$ cat src/rtl/cr_bmu_sbus_arb_if.sv
// Bundle of the instruction-side, data-side and shared system-bus signals around the
// two-requester system-bus arbiter. The arbiter uses the slave view; the environment uses the master view.
interface cr_bmu_sbus_arb_if #(
   parameter int DATA_W = 32
);
   logic              ibus_req;
   logic [31:0]       ibus_addr;
   logic [3:0]        ibus_prot;
   logic              ibus_grnt;
   logic              ibus_data_vld;
   logic [DATA_W-1:0] ibus_data;
   logic              ibus_acc_err;
   logic              ibus_trans_cmplt;

   logic              dbus_req;
   logic [31:0]       dbus_addr;
   logic              dbus_write;
   logic [1:0]        dbus_size;
   logic [3:0]        dbus_prot;
   logic [DATA_W-1:0] dbus_wdata;
   logic              dbus_grnt;
   logic              dbus_data_vld;
   logic [DATA_W-1:0] dbus_data;
   logic              dbus_acc_err;
   logic              dbus_trans_cmplt;

   logic              biu_req;
   logic [31:0]       biu_addr;
   logic              biu_write;
   logic [1:0]        biu_size;
   logic [3:0]        biu_prot;
   logic [DATA_W-1:0] biu_wdata;
   logic              biu_src;
   logic              biu_grnt;
   logic              biu_data_vld;
   logic [DATA_W-1:0] biu_data;
   logic              biu_acc_err;
   logic              biu_trans_cmplt;

   logic              arb_busy;

   modport slave (
      input  ibus_req, ibus_addr, ibus_prot,
      output ibus_grnt, ibus_data_vld, ibus_data, ibus_acc_err, ibus_trans_cmplt,
      input  dbus_req, dbus_addr, dbus_write, dbus_size, dbus_prot, dbus_wdata,
      output dbus_grnt, dbus_data_vld, dbus_data, dbus_acc_err, dbus_trans_cmplt,
      output biu_req, biu_addr, biu_write, biu_size, biu_prot, biu_wdata, biu_src,
      input  biu_grnt, biu_data_vld, biu_data, biu_acc_err, biu_trans_cmplt,
      output arb_busy
   );

   modport master (
      output ibus_req, ibus_addr, ibus_prot,
      input  ibus_grnt, ibus_data_vld, ibus_data, ibus_acc_err, ibus_trans_cmplt,
      output dbus_req, dbus_addr, dbus_write, dbus_size, dbus_prot, dbus_wdata,
      input  dbus_grnt, dbus_data_vld, dbus_data, dbus_acc_err, dbus_trans_cmplt,
      input  biu_req, biu_addr, biu_write, biu_size, biu_prot, biu_wdata, biu_src,
      output biu_grnt, biu_data_vld, biu_data, biu_acc_err, biu_trans_cmplt,
      input  arb_busy
   );
endinterface

$ cat src/rtl/cr_bmu_sbus_arb.sv
// Round-robin arbiter sharing one system-bus port between instruction and data requesters,
// with at most one outstanding transaction and responses steered back to the owner.
module cr_bmu_sbus_arb (
   input  logic               cpuclk,
   input  logic               cpurst,
   cr_bmu_sbus_arb_if.slave   bus
);
   localparam logic [1:0] IDLE  = 2'b00;
   localparam logic [1:0] OWN_I = 2'b01;
   localparam logic [1:0] OWN_D = 2'b10;

   logic [1:0] state;
   logic       last_d;
   logic       idle;
   logic       any_req;
   logic       win_d;
   logic       grant;
   logic       own_i;
   logic       own_d;

   always_comb begin
      idle    = (state == IDLE);
      any_req = bus.ibus_req | bus.dbus_req;
      // dbus wins alone, or on a tie when ibus was granted most recently
      win_d   = bus.dbus_req & (~bus.ibus_req | ~last_d);
      grant   = ~cpurst & idle & any_req & bus.biu_grnt;
      // a zero-wait grant makes the winner the owner within the same cycle
      own_i   = ~cpurst & ((state == OWN_I) | (grant & ~win_d));
      own_d   = ~cpurst & ((state == OWN_D) | (grant &  win_d));
   end

   assign bus.biu_req   = ~cpurst & idle & any_req;
   assign bus.biu_src   = win_d;
   assign bus.biu_addr  = win_d ? bus.dbus_addr  : bus.ibus_addr;
   assign bus.biu_prot  = win_d ? bus.dbus_prot  : bus.ibus_prot;
   assign bus.biu_write = win_d & bus.dbus_write;
   assign bus.biu_size  = win_d ? bus.dbus_size  : 2'b10;
   assign bus.biu_wdata = win_d ? bus.dbus_wdata : '0;

   assign bus.ibus_grnt = grant & ~win_d;
   assign bus.dbus_grnt = grant &  win_d;

   assign bus.ibus_data_vld    = own_i & bus.biu_data_vld;
   assign bus.ibus_data        = (own_i & bus.biu_data_vld) ? bus.biu_data : '0;
   assign bus.ibus_acc_err     = own_i & bus.biu_acc_err;
   assign bus.ibus_trans_cmplt = own_i & bus.biu_trans_cmplt;

   assign bus.dbus_data_vld    = own_d & bus.biu_data_vld;
   assign bus.dbus_data        = (own_d & bus.biu_data_vld) ? bus.biu_data : '0;
   assign bus.dbus_acc_err     = own_d & bus.biu_acc_err;
   assign bus.dbus_trans_cmplt = own_d & bus.biu_trans_cmplt;

   assign bus.arb_busy = (state != IDLE);

   always_ff @(posedge cpuclk) begin
      if (cpurst) begin
         state  <= IDLE;
         last_d <= 1'b0;
      end else begin
         case (state)
            IDLE: begin
               if (grant) begin
                  last_d <= win_d;
                  if (!bus.biu_trans_cmplt)
                     state <= win_d ? OWN_D : OWN_I;
               end
            end
            OWN_I, OWN_D: begin
               if (bus.biu_trans_cmplt)
                  state <= IDLE;
            end
            default: state <= IDLE;
         endcase
      end
   end
endmodule
$ cat src/flat_wrapper.sv
// flat-port wrapper written by rule: the top's interface ports become plain ports
module cr_bmu_sbus_arb_flat 
  (cpuclk, cpurst, bus_ibus_req, bus_ibus_addr, bus_ibus_prot, bus_ibus_grnt, bus_ibus_data_vld, bus_ibus_data, bus_ibus_acc_err, bus_ibus_trans_cmplt, bus_dbus_req, bus_dbus_addr, bus_dbus_write, bus_dbus_size, bus_dbus_prot, bus_dbus_wdata, bus_dbus_grnt, bus_dbus_data_vld, bus_dbus_data, bus_dbus_acc_err, bus_dbus_trans_cmplt, bus_biu_req, bus_biu_addr, bus_biu_write, bus_biu_size, bus_biu_prot, bus_biu_wdata, bus_biu_src, bus_biu_grnt, bus_biu_data_vld, bus_biu_data, bus_biu_acc_err, bus_biu_trans_cmplt, bus_arb_busy);
  cr_bmu_sbus_arb_if bus_i ();
  input  logic cpuclk;
  input  logic cpurst;
  input wire logic [$bits(bus_i.ibus_req)-1:0] bus_ibus_req;
  input wire logic [$bits(bus_i.ibus_addr)-1:0] bus_ibus_addr;
  input wire logic [$bits(bus_i.ibus_prot)-1:0] bus_ibus_prot;
  output wire logic [$bits(bus_i.ibus_grnt)-1:0] bus_ibus_grnt;
  output wire logic [$bits(bus_i.ibus_data_vld)-1:0] bus_ibus_data_vld;
  output wire logic [$bits(bus_i.ibus_data)-1:0] bus_ibus_data;
  output wire logic [$bits(bus_i.ibus_acc_err)-1:0] bus_ibus_acc_err;
  output wire logic [$bits(bus_i.ibus_trans_cmplt)-1:0] bus_ibus_trans_cmplt;
  input wire logic [$bits(bus_i.dbus_req)-1:0] bus_dbus_req;
  input wire logic [$bits(bus_i.dbus_addr)-1:0] bus_dbus_addr;
  input wire logic [$bits(bus_i.dbus_write)-1:0] bus_dbus_write;
  input wire logic [$bits(bus_i.dbus_size)-1:0] bus_dbus_size;
  input wire logic [$bits(bus_i.dbus_prot)-1:0] bus_dbus_prot;
  input wire logic [$bits(bus_i.dbus_wdata)-1:0] bus_dbus_wdata;
  output wire logic [$bits(bus_i.dbus_grnt)-1:0] bus_dbus_grnt;
  output wire logic [$bits(bus_i.dbus_data_vld)-1:0] bus_dbus_data_vld;
  output wire logic [$bits(bus_i.dbus_data)-1:0] bus_dbus_data;
  output wire logic [$bits(bus_i.dbus_acc_err)-1:0] bus_dbus_acc_err;
  output wire logic [$bits(bus_i.dbus_trans_cmplt)-1:0] bus_dbus_trans_cmplt;
  output wire logic [$bits(bus_i.biu_req)-1:0] bus_biu_req;
  output wire logic [$bits(bus_i.biu_addr)-1:0] bus_biu_addr;
  output wire logic [$bits(bus_i.biu_write)-1:0] bus_biu_write;
  output wire logic [$bits(bus_i.biu_size)-1:0] bus_biu_size;
  output wire logic [$bits(bus_i.biu_prot)-1:0] bus_biu_prot;
  output wire logic [$bits(bus_i.biu_wdata)-1:0] bus_biu_wdata;
  output wire logic [$bits(bus_i.biu_src)-1:0] bus_biu_src;
  input wire logic [$bits(bus_i.biu_grnt)-1:0] bus_biu_grnt;
  input wire logic [$bits(bus_i.biu_data_vld)-1:0] bus_biu_data_vld;
  input wire logic [$bits(bus_i.biu_data)-1:0] bus_biu_data;
  input wire logic [$bits(bus_i.biu_acc_err)-1:0] bus_biu_acc_err;
  input wire logic [$bits(bus_i.biu_trans_cmplt)-1:0] bus_biu_trans_cmplt;
  output wire logic [$bits(bus_i.arb_busy)-1:0] bus_arb_busy;
  assign bus_i.ibus_req = bus_ibus_req;
  assign bus_i.ibus_addr = bus_ibus_addr;
  assign bus_i.ibus_prot = bus_ibus_prot;
  assign bus_ibus_grnt = bus_i.ibus_grnt;
  assign bus_ibus_data_vld = bus_i.ibus_data_vld;
  assign bus_ibus_data = bus_i.ibus_data;
  assign bus_ibus_acc_err = bus_i.ibus_acc_err;
  assign bus_ibus_trans_cmplt = bus_i.ibus_trans_cmplt;
  assign bus_i.dbus_req = bus_dbus_req;
  assign bus_i.dbus_addr = bus_dbus_addr;
  assign bus_i.dbus_write = bus_dbus_write;
  assign bus_i.dbus_size = bus_dbus_size;
  assign bus_i.dbus_prot = bus_dbus_prot;
  assign bus_i.dbus_wdata = bus_dbus_wdata;
  assign bus_dbus_grnt = bus_i.dbus_grnt;
  assign bus_dbus_data_vld = bus_i.dbus_data_vld;
  assign bus_dbus_data = bus_i.dbus_data;
  assign bus_dbus_acc_err = bus_i.dbus_acc_err;
  assign bus_dbus_trans_cmplt = bus_i.dbus_trans_cmplt;
  assign bus_biu_req = bus_i.biu_req;
  assign bus_biu_addr = bus_i.biu_addr;
  assign bus_biu_write = bus_i.biu_write;
  assign bus_biu_size = bus_i.biu_size;
  assign bus_biu_prot = bus_i.biu_prot;
  assign bus_biu_wdata = bus_i.biu_wdata;
  assign bus_biu_src = bus_i.biu_src;
  assign bus_i.biu_grnt = bus_biu_grnt;
  assign bus_i.biu_data_vld = bus_biu_data_vld;
  assign bus_i.biu_data = bus_biu_data;
  assign bus_i.biu_acc_err = bus_biu_acc_err;
  assign bus_i.biu_trans_cmplt = bus_biu_trans_cmplt;
  assign bus_arb_busy = bus_i.arb_busy;
  cr_bmu_sbus_arb u_core (.cpuclk(cpuclk), .cpurst(cpurst), .bus(bus_i));
endmodule
$ cat config.mk
export PLATFORM = sky130hd
export DESIGN_NAME = cr_bmu_sbus_arb_flat
export DESIGN_NICKNAME = d
export VERILOG_FILES = /design/src/rtl/cr_bmu_sbus_arb_if.sv /design/src/rtl/cr_bmu_sbus_arb.sv /design/src/flat_wrapper.sv
export SDC_FILE = /design/constraint.sdc
export NUM_CORES = 1
export LEC_CHECK = 0
export BUFFER_PORTS_ARGS = -buffer_cell sky130_fd_sc_hd__buf_2
export CORE_AREA = 2 2 114 116
export CTS_BUF_LIST = sky130_fd_sc_hd__clkbuf_8
export CTS_CLUSTER_SIZE = 8
export DETAILED_ROUTE_END_ITERATION = 10
export DIE_AREA = 0 0 116 118
export PLACE_DENSITY = 0.43
export SLEW_MARGIN = 40
export SYNTH_ARGS = -nofsm -noshare
export SYNTH_HDL_FRONTEND = slang
export SYNTH_SLANG_ARGS = --single-unit
$ cat constraint.sdc
create_clock -name cpuclk -period 1.6 [get_ports cpuclk]
set_input_delay 0.08 -clock cpuclk [delete_from_list [all_inputs] [get_ports cpuclk]]
set_output_delay 0.08 -clock cpuclk [all_outputs]
set_load 0.02 [all_outputs]
==> impl_metrics.env, run 1 <==
export IMPL_hold_viol_final=0
export IMPL_pin_count=293
export IMPL_cts_made_buffers=3
export IMPL_drv_cap=0
export IMPL_powerDensity_nw_per_um2=381.9
export IMPL_synth_simple_area_share_pct=50.49
export IMPL_drive_gt1_share_pct=80.51
export IMPL_routabilityCongestion=0.8331
export IMPL_synth_compound_area_share_pct=4.844
export IMPL_setup_ws_ns=-0.1698
export IMPL_cts_clk_slew_worst_paths_ns=0.03
export IMPL_layout_nets=664
export IMPL_viasPerCell=4.280
export IMPL_fin_crit_sh_pct=110.6
export IMPL_regArea_um2=66.31
export IMPL_placed_area_um2=3178
export IMPL_tightest_slew_ns=0.4654
export IMPL_fillers=1246
export IMPL_antenna_found_initial=0
export IMPL_crit_type="reg2out"
export IMPL_drt_iter0_markers=80
export IMPL_die_x_um=116
export IMPL_clockRootBuffer="clkbuf_8"
export IMPL_fin_cells=685
export IMPL_finish_instance_area_um2=4648
export IMPL_synth_cell_types=26
export IMPL_ir_worst_vdd_mv=0.1781
export IMPL_worstSetupEndpointType="output pin"
export IMPL_firstDrtPassIters=4
export IMPL_track_usage_pct=13.15
export IMPL_synth_xor_area_share_pct=0
export IMPL_ys_warnings_count=0
export IMPL_diodes=0
export IMPL_cts_sinks=3
export IMPL_vias=2932
export IMPL_async_flop_share_pct=0
export IMPL_violations="setup timing"
export IMPL_startpoint_type="flop"
export IMPL_initial_core_util_pct=12.28
export IMPL_hold_ws_ns=0.2340
export IMPL_fin_util_pct=37.44
export IMPL_total_power_w=0.001775
export IMPL_wl_per_cell_um=16.61
export IMPL_multi_input_area_um2=1759
export IMPL_drv_slew=0
export IMPL_synth_edf_count=0
export IMPL_ys_ff_latch=3
export IMPL_status="finished, violations left"
export IMPL_setup_violations=95
export IMPL_syn_area_um2=1524
export IMPL_placedCellCount=651
export IMPL_leakagePower_nw=2.667
export IMPL_grt_max_degree=67
export IMPL_clkLatencyLatePin_ns=0.22
export IMPL_fmax_mhz=565.0
export IMPL_arrival_ns=1.69
export IMPL_htree_levels=1
export IMPL_synthMuxAreaShare_pct=27.34
export IMPL_drtAntennaViolNets=0
export IMPL_route_final_wire_length_um=11380
export IMPL_fin_crit_ns=1.770
export IMPL_grt_pass1_wl_um=13960
export IMPL_grt_ovfl_total=0
export IMPL_synth_top_family_by_area="simple AND/OR/NAND/NOR gates"
export IMPL_cts_tree="done"
export IMPL_clockBufferDepth=2
export IMPL_synth_yosys_seq_area_share_pct=3.941
export IMPL_grt_pass1_vias=2551
export IMPL_syn_nets=347
export IMPL_place_hpwl_um=6901
export IMPL_die_h_um=118
export IMPL_synth_fa_ha_area_share_pct=2.463
export IMPL_max_slew_margin_pct=68.97
export IMPL_cp_required_ns=1.52
export IMPL_crit_fanout=8
export IMPL_avgSynthCellArea_um2=7.736
export IMPL_clock_skew_ns=0.003193
export IMPL_drc_errors=0
export IMPL_num_rows=41
export IMPL_die_area_um2=13690
export IMPL_synthFlopType="dfxtp_1"
export IMPL_min_path_type="in2reg"
export IMPL_syn_instance_count=197
export IMPL_io_buffers=292
export IMPL_syn_to_final_growth_pct=205.0
export IMPL_core_area_um2=12410
export IMPL_grt_setup_unrepaired="yes"
## registers in the layout, summed over array words and instances, names as in the netlist
signal	cells
u_core.state	2
u_core.last_d	1
## synthesized netlist by cell type (2+ instances only)
cell type | n | area share [%]
a31oi_1 | 3 | 1.2
a41o_2 | 2 | 1.5
and2_1 | 36 | 15
and3_1 | 64 | 26
and3b_1 | 4 | 2.3
and4_1 | 2 | 1.1
buf_4 | 5 | 2.5
buf_6 | 7 | 5.2
clkbuf_1 | 9 | 2.2
dfxtp_1 | 3 | 3.9
ha_1 | 3 | 2.5
inv_1 | 3 | 0.74
mux2_2 | 37 | 27
nand2_1 | 3 | 0.74
nand2b_1 | 3 | 1.2
nor2_1 | 2 | 0.49
o211ai_1 | 2 | 0.98
## cell usage in the layout (no fill, tap or decap), types with 2 or more instances in the layout
cell	instances
and3_1	56
buf_12	6
o211ai_1	2
clkbuf_8	3
nor2_1	2
buf_4	32
nand2b_1	2
and3b_1	4
and2_1	21
and2_4	15
clkbuf_16	3
a41o_4	11
buf_8	3
buf_2	172
dfxtp_2	2
inv_2	2
inv_1	2
ha_2	2
and4_1	2
buf_6	105
mux2_4	27
a41o_2	3
a31oi_1	3
mux2_2	10
nand2_1	2
and3_4	7
## worst paths after layout
path / startpoint / slack (ns) / cells after the start / endpoint
hold / removal: cpurst / 0.23 / 2 / u_core.state[0]
hold reg to reg: u_core.state[0] / 0.62 / 3 / u_core.state[0]
setup reg to reg: u_core.last_d / 0.06 / 6 / u_core.state[0]
setup / recovery: u_core.state[1] / -0.17 / 7 / bus_dbus_data[23]
## critical path, stage by stage, from the launching register on
cell     delay [ns]
dfxtp_2        0.31
inv_2          0.07
ha_4           0.13
nor2b_4        0.20
buf_12         0.16
a41o_4         0.27
and3_1         0.20
buf_6          0.13
## where the power goes
| group | internal [W] | total, W | switching (W) |
|---|---|---|---|
| combinational | 0.000784 | 0.00148 | 0.000692 |
| sequential | 0.0000812 | 0.0000864 | 0.00000522 |
| clock | 0.000163 | 0.000213 | 0.0000502 |
## routing by layer
metal  up-vias  track usage (%)  share of wire [%]
met5         -                0                  0
met4         0            2.455               0.52
met3         4            2.935                7.1
met2       158            26.02                 55
met1      1383            13.88                 37
li1       1387                -                  -
## metrics by stage
step | setup TNS (ns) | setup slack (ns)
floorplan | 0 | 0.04234
global placement | -4.472 | -0.08726
detailed placement | -8.370 | -0.1438
CTS | -11.85 | -0.1739
global route | -17.07 | -0.2424
finish | -11.03 | -0.1698
## timing repair
item / 4_1_cts / 5_1_grt
cloned: 11 / 7
pin swaps: 6 / 18
gates resized for setup: 103 / 204
buffers inserted: 10 / 4
hold buffers: 0 / 0
setup endpoints to repair: 125 / 134
endpoints found under the hold margin: 0 / 0
## cell families after synthesis
logic type	Yosys count
buffers and inverters	25
DFF	3
and+or+nand+nor	120
AOI/OAI and AO/OA	9
muxes	37
adders and majority gates	3
## layout make-up
type / instances / area share (%)
tap: 172 / 4.630
clock buffer: 3 / 0.8883
multi-input combinational: 181 / 37.85
sequential: 3 / 1.427
inverter: 3 / 0.2423
clock inverter: 1 / 0.08075
timing repair buffer: 322 / 54.89
Power figures use the tool's default switching activity.
==> run 2: changes to the inputs <==
- CELL_PAD_IN_SITES_DETAIL_PLACEMENT: default -> 0
- CELL_PAD_IN_SITES_GLOBAL_PLACEMENT: default -> 1
- CORE_AREA: 2 2 114 116 -> 2 2 115 117
- DIE_AREA: 0 0 116 118 -> 0 0 117 119
- PLACE_DENSITY: 0.43 -> 0.7
==> run 2 against run 1 <==
The flow still finishes with violations (setup timing); wire length increased by 16%; maximum frequency increased by 0.25%; combinational power about the same; setup slack improved by 0.0044 ns; final area decreased by 3.0%; sequential cell count unchanged; register-to-register slack about the same; non-clock buffer count decreased by 8; clock skew decreased by 0.0029 ns; hold slack got worse by 0.016 ns; via count increased by 4.7%; sequential share of layout area about the same.
==> impl_metrics.env, run 2 (synthesis results as in run 1) <==
export IMPL_status="finished, violations left"
export IMPL_violations="setup timing"
export IMPL_cts_sinks=3
export IMPL_clockRootBuffer="clkbuf_8"
export IMPL_core_area_um2=12870
export IMPL_routabilityCongestion=0.8259
export IMPL_antenna_found_initial=5
export IMPL_largest_reg_flops=2
export IMPL_grt_pass1_vias=2789
export IMPL_slowest_delay_ns=0.32
export IMPL_track_usage_pct=15.18
export IMPL_grt_setup_unrepaired="yes"
export IMPL_drv_slew=0
export IMPL_htree_levels=1
export IMPL_grt_ovfl_total=0
export IMPL_crit_type="reg2out"
export IMPL_drt_iter0_markers=117
export IMPL_critPathCapture="bus_dbus_data[9]"
export IMPL_cts_made_buffers=3
export IMPL_num_rows=42
export IMPL_crit_fanout=13
export IMPL_cp_buffers_inverters=3
export IMPL_fmax_mhz=566.4
export IMPL_tightest_slew_ns=0.4488
export IMPL_setup_ws_ns=-0.1654
export IMPL_syn_to_final_growth_pct=196.0
export IMPL_crit_cells=7
export IMPL_wl_per_cell_um=19.37
export IMPL_startpoint_type="flop"
export IMPL_fin_crit_sh_pct=110.3
export IMPL_setup_violations=91
export IMPL_drc_errors=0
export IMPL_ctsHoldBuffers=0
export IMPL_r2r_end="u_core.state[0]"
export IMPL_r2r_cells=6
export IMPL_route_final_wire_length_um=13230
export IMPL_hold_viol_final=0
export IMPL_largest_register="u_core.state"
export IMPL_die_h_um=119
export IMPL_vias=3069
export IMPL_io_buffers=292
export IMPL_die_area_um2=13920
export IMPL_crit_family="buffers and inverters"
export IMPL_placedCellCount=650
export IMPL_die_x_um=117
export IMPL_clock_skew_ns=0.0002527
export IMPL_powerDensity_nw_per_um2=389.4
export IMPL_worstPathCellList="inv_2, ha_4, nor2b_4, buf_12, a41o_4, and3_1, buf_6"
export IMPL_reg_largest_list="u_core.state (2), u_core.last_d (1)"
export IMPL_fin_crit_ns=1.765
export IMPL_r2r_start="u_core.state[0]"
export IMPL_setup_tns_final_ns=-8.244
export IMPL_final_common_cell="buf_2"
export IMPL_firstDrtPassIters=4
export IMPL_layout_common_cells="buf_2, buf_6, and3_1, mux2_4, and2_1"
export IMPL_leakagePower_nw=2.612
export IMPL_pin_count=293
export IMPL_max_slew_margin_pct=70.08
export IMPL_layout_nets=656
export IMPL_min_path_type="in2reg"
export IMPL_fin_cells=683
export IMPL_place_hpwl_um=8484
export IMPL_cts_clk_slew_worst_paths_ns=0.03
export IMPL_viasPerCell=4.493
export IMPL_initial_core_util_pct=11.84
export IMPL_ir_worst_vdd_mv=0.1559
export IMPL_critical_path_startpoint="u_core.state[0]"
export IMPL_grt_pass1_wl_um=15720
export IMPL_holdPathStages=2
export IMPL_drtAntennaViolNets=0
export IMPL_cts_tree="done"
export IMPL_clockBufferDepth=2
export IMPL_drive_gt1_share_pct=78.02
export IMPL_drv_cap=0
export IMPL_worstSetupEndpointType="output pin"
export IMPL_crit_slowest_cell="dfxtp_2"
export IMPL_grt_max_degree=67
export IMPL_rrSetupSlack_ns=0.05
export IMPL_fillers=1279
export IMPL_cp_required_ns=1.52
export IMPL_clkLatencyLatePin_ns=0.21
export IMPL_arrival_ns=1.69
-- run 2: changes by cell type in the layout (fill, tap and decap cells not counted), sizes merged --
cell,previous run,this run
buf,319,312
clkbuf,6,5
diode,0,2
-- run 2: layer usage --
metal / GRT usage (%) / part of all wire, %
met5: 0 / 0.091
met4: 4.559 / 2.5
met3: 5.445 / 11
met2: 30.31 / 53
met1: 13.81 / 33
-- run 2: layout make-up --
cell class              instances  area [um^2]  area share (%)
repair buffers                314         2369           52.51
clock buffers                   3        41.29          0.9154
well taps                     176        220.2           4.882
multi-input cells             181         1794           39.78
inverters                       3        11.26          0.2497
diodes                          2        5.005          0.1110
flip-flops and latches          3        66.31           1.470
clock inverters                 1        3.754         0.08322
-- run 2: how the worst min path moves through the flow --
stage / slack (ns) / end / startpoint
global placement: 0.42 / u_core.state[1] / cpurst
finish: 0.22 / u_core.state[0] / cpurst
global route: 0.24 / u_core.state[0] / cpurst
detailed placement: 0.43 / u_core.state[0] / cpurst
CTS: 0.21 / u_core.state[0] / cpurst
floorplan: 0.26 / u_core.last_d / bus_dbus_req
-- run 2: repair_timing --
item / CTS / global route
endpoints found under the setup margin: 106 / 137
gates cloned: 11 / 6
setup buffers: 7 / 7
gates resized for setup: 118 / 168
pin swaps: 9 / 6
-- run 2: stage by stage --
stage	util (%)	hold slack (ns)	setup slack [ns]	total power (W)	instance area [um^2]
finish	35.03	0.2176	-0.1654	0.001756	4511
detailed placement	24.43	0.4319	-0.1141	0.001043	3146
CTS	29.91	0.2129	-0.1336	0.001527	3851
global route	35.03	0.2350	-0.1933	0.001839	4511
floorplan	-	0.2564	0.04234	0.0006432	1528
global placement	24.43	0.4228	-0.06546	0.001037	3146
-- run 2: where the power goes --
group	switching (W)	total (W)	leakage, nW	internal, W
Sequential	0.00000443	0.0000856	0.0261	0.0000812
Combinational	0.000720	0.00146	2.56	0.000739
Clock	0.0000488	0.000212	0.0269	0.000163
Total	0.000773	0.00176	2.61	0.000983
==> run 3: changes to the inputs <==
- ABC_AREA: default -> 1
- CORE_AREA: 2 2 115 117 -> default
- CORE_ASPECT_RATIO: default -> 1.75
- CORE_UTILIZATION: default -> 11
- DIE_AREA: 0 0 117 119 -> default
- PLACE_DENSITY: 0.7 -> 0.73
==> run 3 against run 2 <==
Global-route usage shrank 3.6 points; maximum frequency fell by 6.7%; via count fell by 3.9%; critical path depth is 3 higher; critical path type unchanged; the run still ends with setup timing left; final area fell by 7.3%; setup slack lost 0.13 ns; sequential power is 24% higher; largest cell class unchanged; wire length decreased by 26%; synthesized area is 0.90% lower.
==> impl_metrics.env, run 3 <==
export IMPL_layout_nets=797
export IMPL_synth_yosys_seq_area_share_pct=3.977
export IMPL_synth_most_common_cell="nand2_1"
export IMPL_final_common_cell="buf_2"
export IMPL_setup_tns_final_ns=-16.63
export IMPL_arrival_ns=1.81
export IMPL_cts_tree="done"
export IMPL_drive_gt1_share_pct=62.54
export IMPL_diodes=0
export IMPL_die_x_um=90.58
export IMPL_clockBufferDepth=2
export IMPL_fillers=1533
export IMPL_drt_iter0_markers=53
export IMPL_core_area_um2=13380
export IMPL_fmax_mhz=528.3
export IMPL_r2r_end="u_core.state[0]"
export IMPL_powerDensity_nw_per_um2=519.3
export IMPL_grt_ovfl_total=0
export IMPL_ir_worst_vdd_mv=0.4707
export IMPL_syn_instance_count=344
export IMPL_drv_cap=0
export IMPL_grt_max_degree=59
export IMPL_min_to="u_core.last_d"
export IMPL_fin_crit_ns=1.893
export IMPL_ys_ff_latch=3
export IMPL_route_final_wire_length_um=9794
export IMPL_fin_util_pct=31.25
export IMPL_wl_per_cell_um=11.94
export IMPL_die_h_um=157.0
export IMPL_tightest_slew_ns=0.3148
export IMPL_status="finished, violations left"
export IMPL_synth_edf_count=0
export IMPL_holdPathStages=2
export IMPL_track_usage_pct=11.63
export IMPL_grt_util_met1_pct=12.25
export IMPL_crit_fanout=21
export IMPL_ys_warnings_count=0
export IMPL_placed_area_um2=3385
export IMPL_r2r_cells=11
export IMPL_path_common_cell="nand3_4"
export IMPL_setup_ws_ns=-0.2930
export IMPL_drv_slew=0
export IMPL_antenna_found_initial=0
export IMPL_synth_common_cells="nand2_1, nor2_1, inv_1, buf_6, clkbuf_1"
export IMPL_drc_errors=0
export IMPL_regArea_um2=62.56
export IMPL_crit_slowest_cell="dfxtp_2"
export IMPL_multi_input_area_um2=1385
export IMPL_top_usage_layer="met2"
export IMPL_pre_cts_slack_ns=-0.05941
export IMPL_r2r_start="u_core.state[1]"
export IMPL_syn_nets=494
export IMPL_avgSynthCellArea_um2=4.390
export IMPL_clkLatencyLatePin_ns=0.22
export IMPL_worstSetupEndpointType="output pin"
export IMPL_violations="setup timing"
export IMPL_syn_area_um2=1510
export IMPL_synth_cell_types=18
export IMPL_slowest_delay_ns=0.32
export IMPL_min_path_type="in2reg"
export IMPL_leakagePower_nw=2.614
export IMPL_place_hpwl_um=7630
export IMPL_startpoint_type="flop"
export IMPL_reg_largest_list="u_core.state (2), u_core.last_d (1)"
export IMPL_max_slew_margin_pct=78.99
export IMPL_worstPathCellList="inv_2, ha_4, inv_4, nor2_4, nand3_4, o21bai_4, nand3_4, buf_12, nor2_1, buf_4"
export IMPL_grt_pass1_wl_um=13400
export IMPL_cp_required_ns=1.52
export IMPL_hold_path_startpoint="cpurst"
export IMPL_hold_viol_final=0
export IMPL_clock_skew_ns=0.004161
export IMPL_finish_instance_area_um2=4183
export IMPL_initial_core_util_pct=11.28
export IMPL_async_flop_share_pct=0
export IMPL_met2_usage_pct=24.24
export IMPL_firstDrtPassIters=4
export IMPL_htree_levels=1
export IMPL_grt_setup_unrepaired="yes"
export IMPL_crit_type="reg2out"
export IMPL_clockRootBuffer="clkbuf_8"
export IMPL_syn_to_final_growth_pct=177.0
export IMPL_cts_clk_slew_worst_paths_ns=0.03
export IMPL_fin_crit_sh_pct=118.3
export IMPL_num_rows=56
export IMPL_cts_sinks=3
export IMPL_synthFlopType="dfxtp_1"
export IMPL_rrSetupSlack_ns=0.20
export IMPL_ys_top_cells_by_area="nand2_1, nor2_1, inv_1, buf_6, dfxtp_1"
export IMPL_layout_common_cells="buf_2, nand2_1, inv_1, buf_6, nor2_1"
export IMPL_grt_pass1_vias=2705
export IMPL_critical_path_startpoint="u_core.state[1]"
export IMPL_setup_violations=70
export IMPL_io_buffers=292
export IMPL_synth_top_area_share_pct=30.32
export IMPL_vias=2948
export IMPL_routabilityCongestion=0.8336
export IMPL_die_area_um2=14220
export IMPL_largest_register="u_core.state"
export IMPL_hold_ws_ns=0.09134
export IMPL_viasPerCell=3.595
export IMPL_drtAntennaViolNets=0
export IMPL_ctsHoldBuffers=0
export IMPL_largest_reg_flops=2
export IMPL_pin_count=293
export IMPL_cts_made_buffers=3
export IMPL_grt_use_met3_pct=1.449
export IMPL_synth_top_area_cell="nand2_1"
run 3: worst max-delay path: cells and delay by family, from the launching register on:
family | cells | cell delay, ns
compound gates | 1 | 0.16
flops | 1 | 0.32
fa+ha+maj | 1 | 0.16
simple gates | 4 | 0.47
buf+inv | 4 | 0.48
run 3: worst max-delay path by stage:
stage	end	depth (start not counted)
CTS	bus_ibus_data[1]	10
finish	bus_ibus_data[1]	10
detailed placement	bus_dbus_data[31]	10
floorplan	bus_ibus_data[22]	9
global route	bus_ibus_data[0]	10
global placement	bus_dbus_acc_err	10
run 3: cell families after synthesis:
group,Yosys count,share of synthesized area [%]
compound gates,3,2.983
fa+ha+maj,3,2.486
buf+inv,98,27.67
flops,3,3.977
simple gates,237,62.88
run 3: area by class of cell:
| type | instances | area share (%) |
|---|---|---|
| Clock inverter | 1 | 0.08974 |
| Multi-Input combinational cell | 243 | 33.11 |
| Clock buffer | 3 | 0.9871 |
| Timing Repair Buffer | 316 | 51.87 |
| Sequential cell | 3 | 1.496 |
| Inverter | 80 | 7.239 |
| Tap cell | 174 | 5.205 |
run 3: stage by stage:
stage	total power (W)	cells
floorplan	0.001010	344
global placement	0.001642	809
detailed placement	0.001638	809
CTS	0.002051	818
global route	0.002331	820
finish	0.002172	820
run 3: metal layers:
metal | part of all wire, % | routed length, um
met1 | 35 | 3462
met5 | 0 | 0
met2 | 57 | 5593
met3 | 6.7 | 655
met4 | 0.85 | 83
run 3: what timing repair did:
| action | CTS | global route |
|---|---|---|
| cloned | 1 | 3 |
| gates resized for setup | 124 | 62 |
| pin swaps | 0 | 1 |
| endpoints found under the setup margin | 97 | 79 |
| setup buffers | 4 | 0 |
run 3: report_power, final:
group / leakage [nW] / switching (W) / internal (W)
Clock: 0.0269 / 0.0000577 / 0.000164
Sequential: 0.0254 / 0.0000109 / 0.0000954
Combinational: 2.56 / 0.00106 / 0.000783
Total: 2.61 / 0.00113 / 0.00104
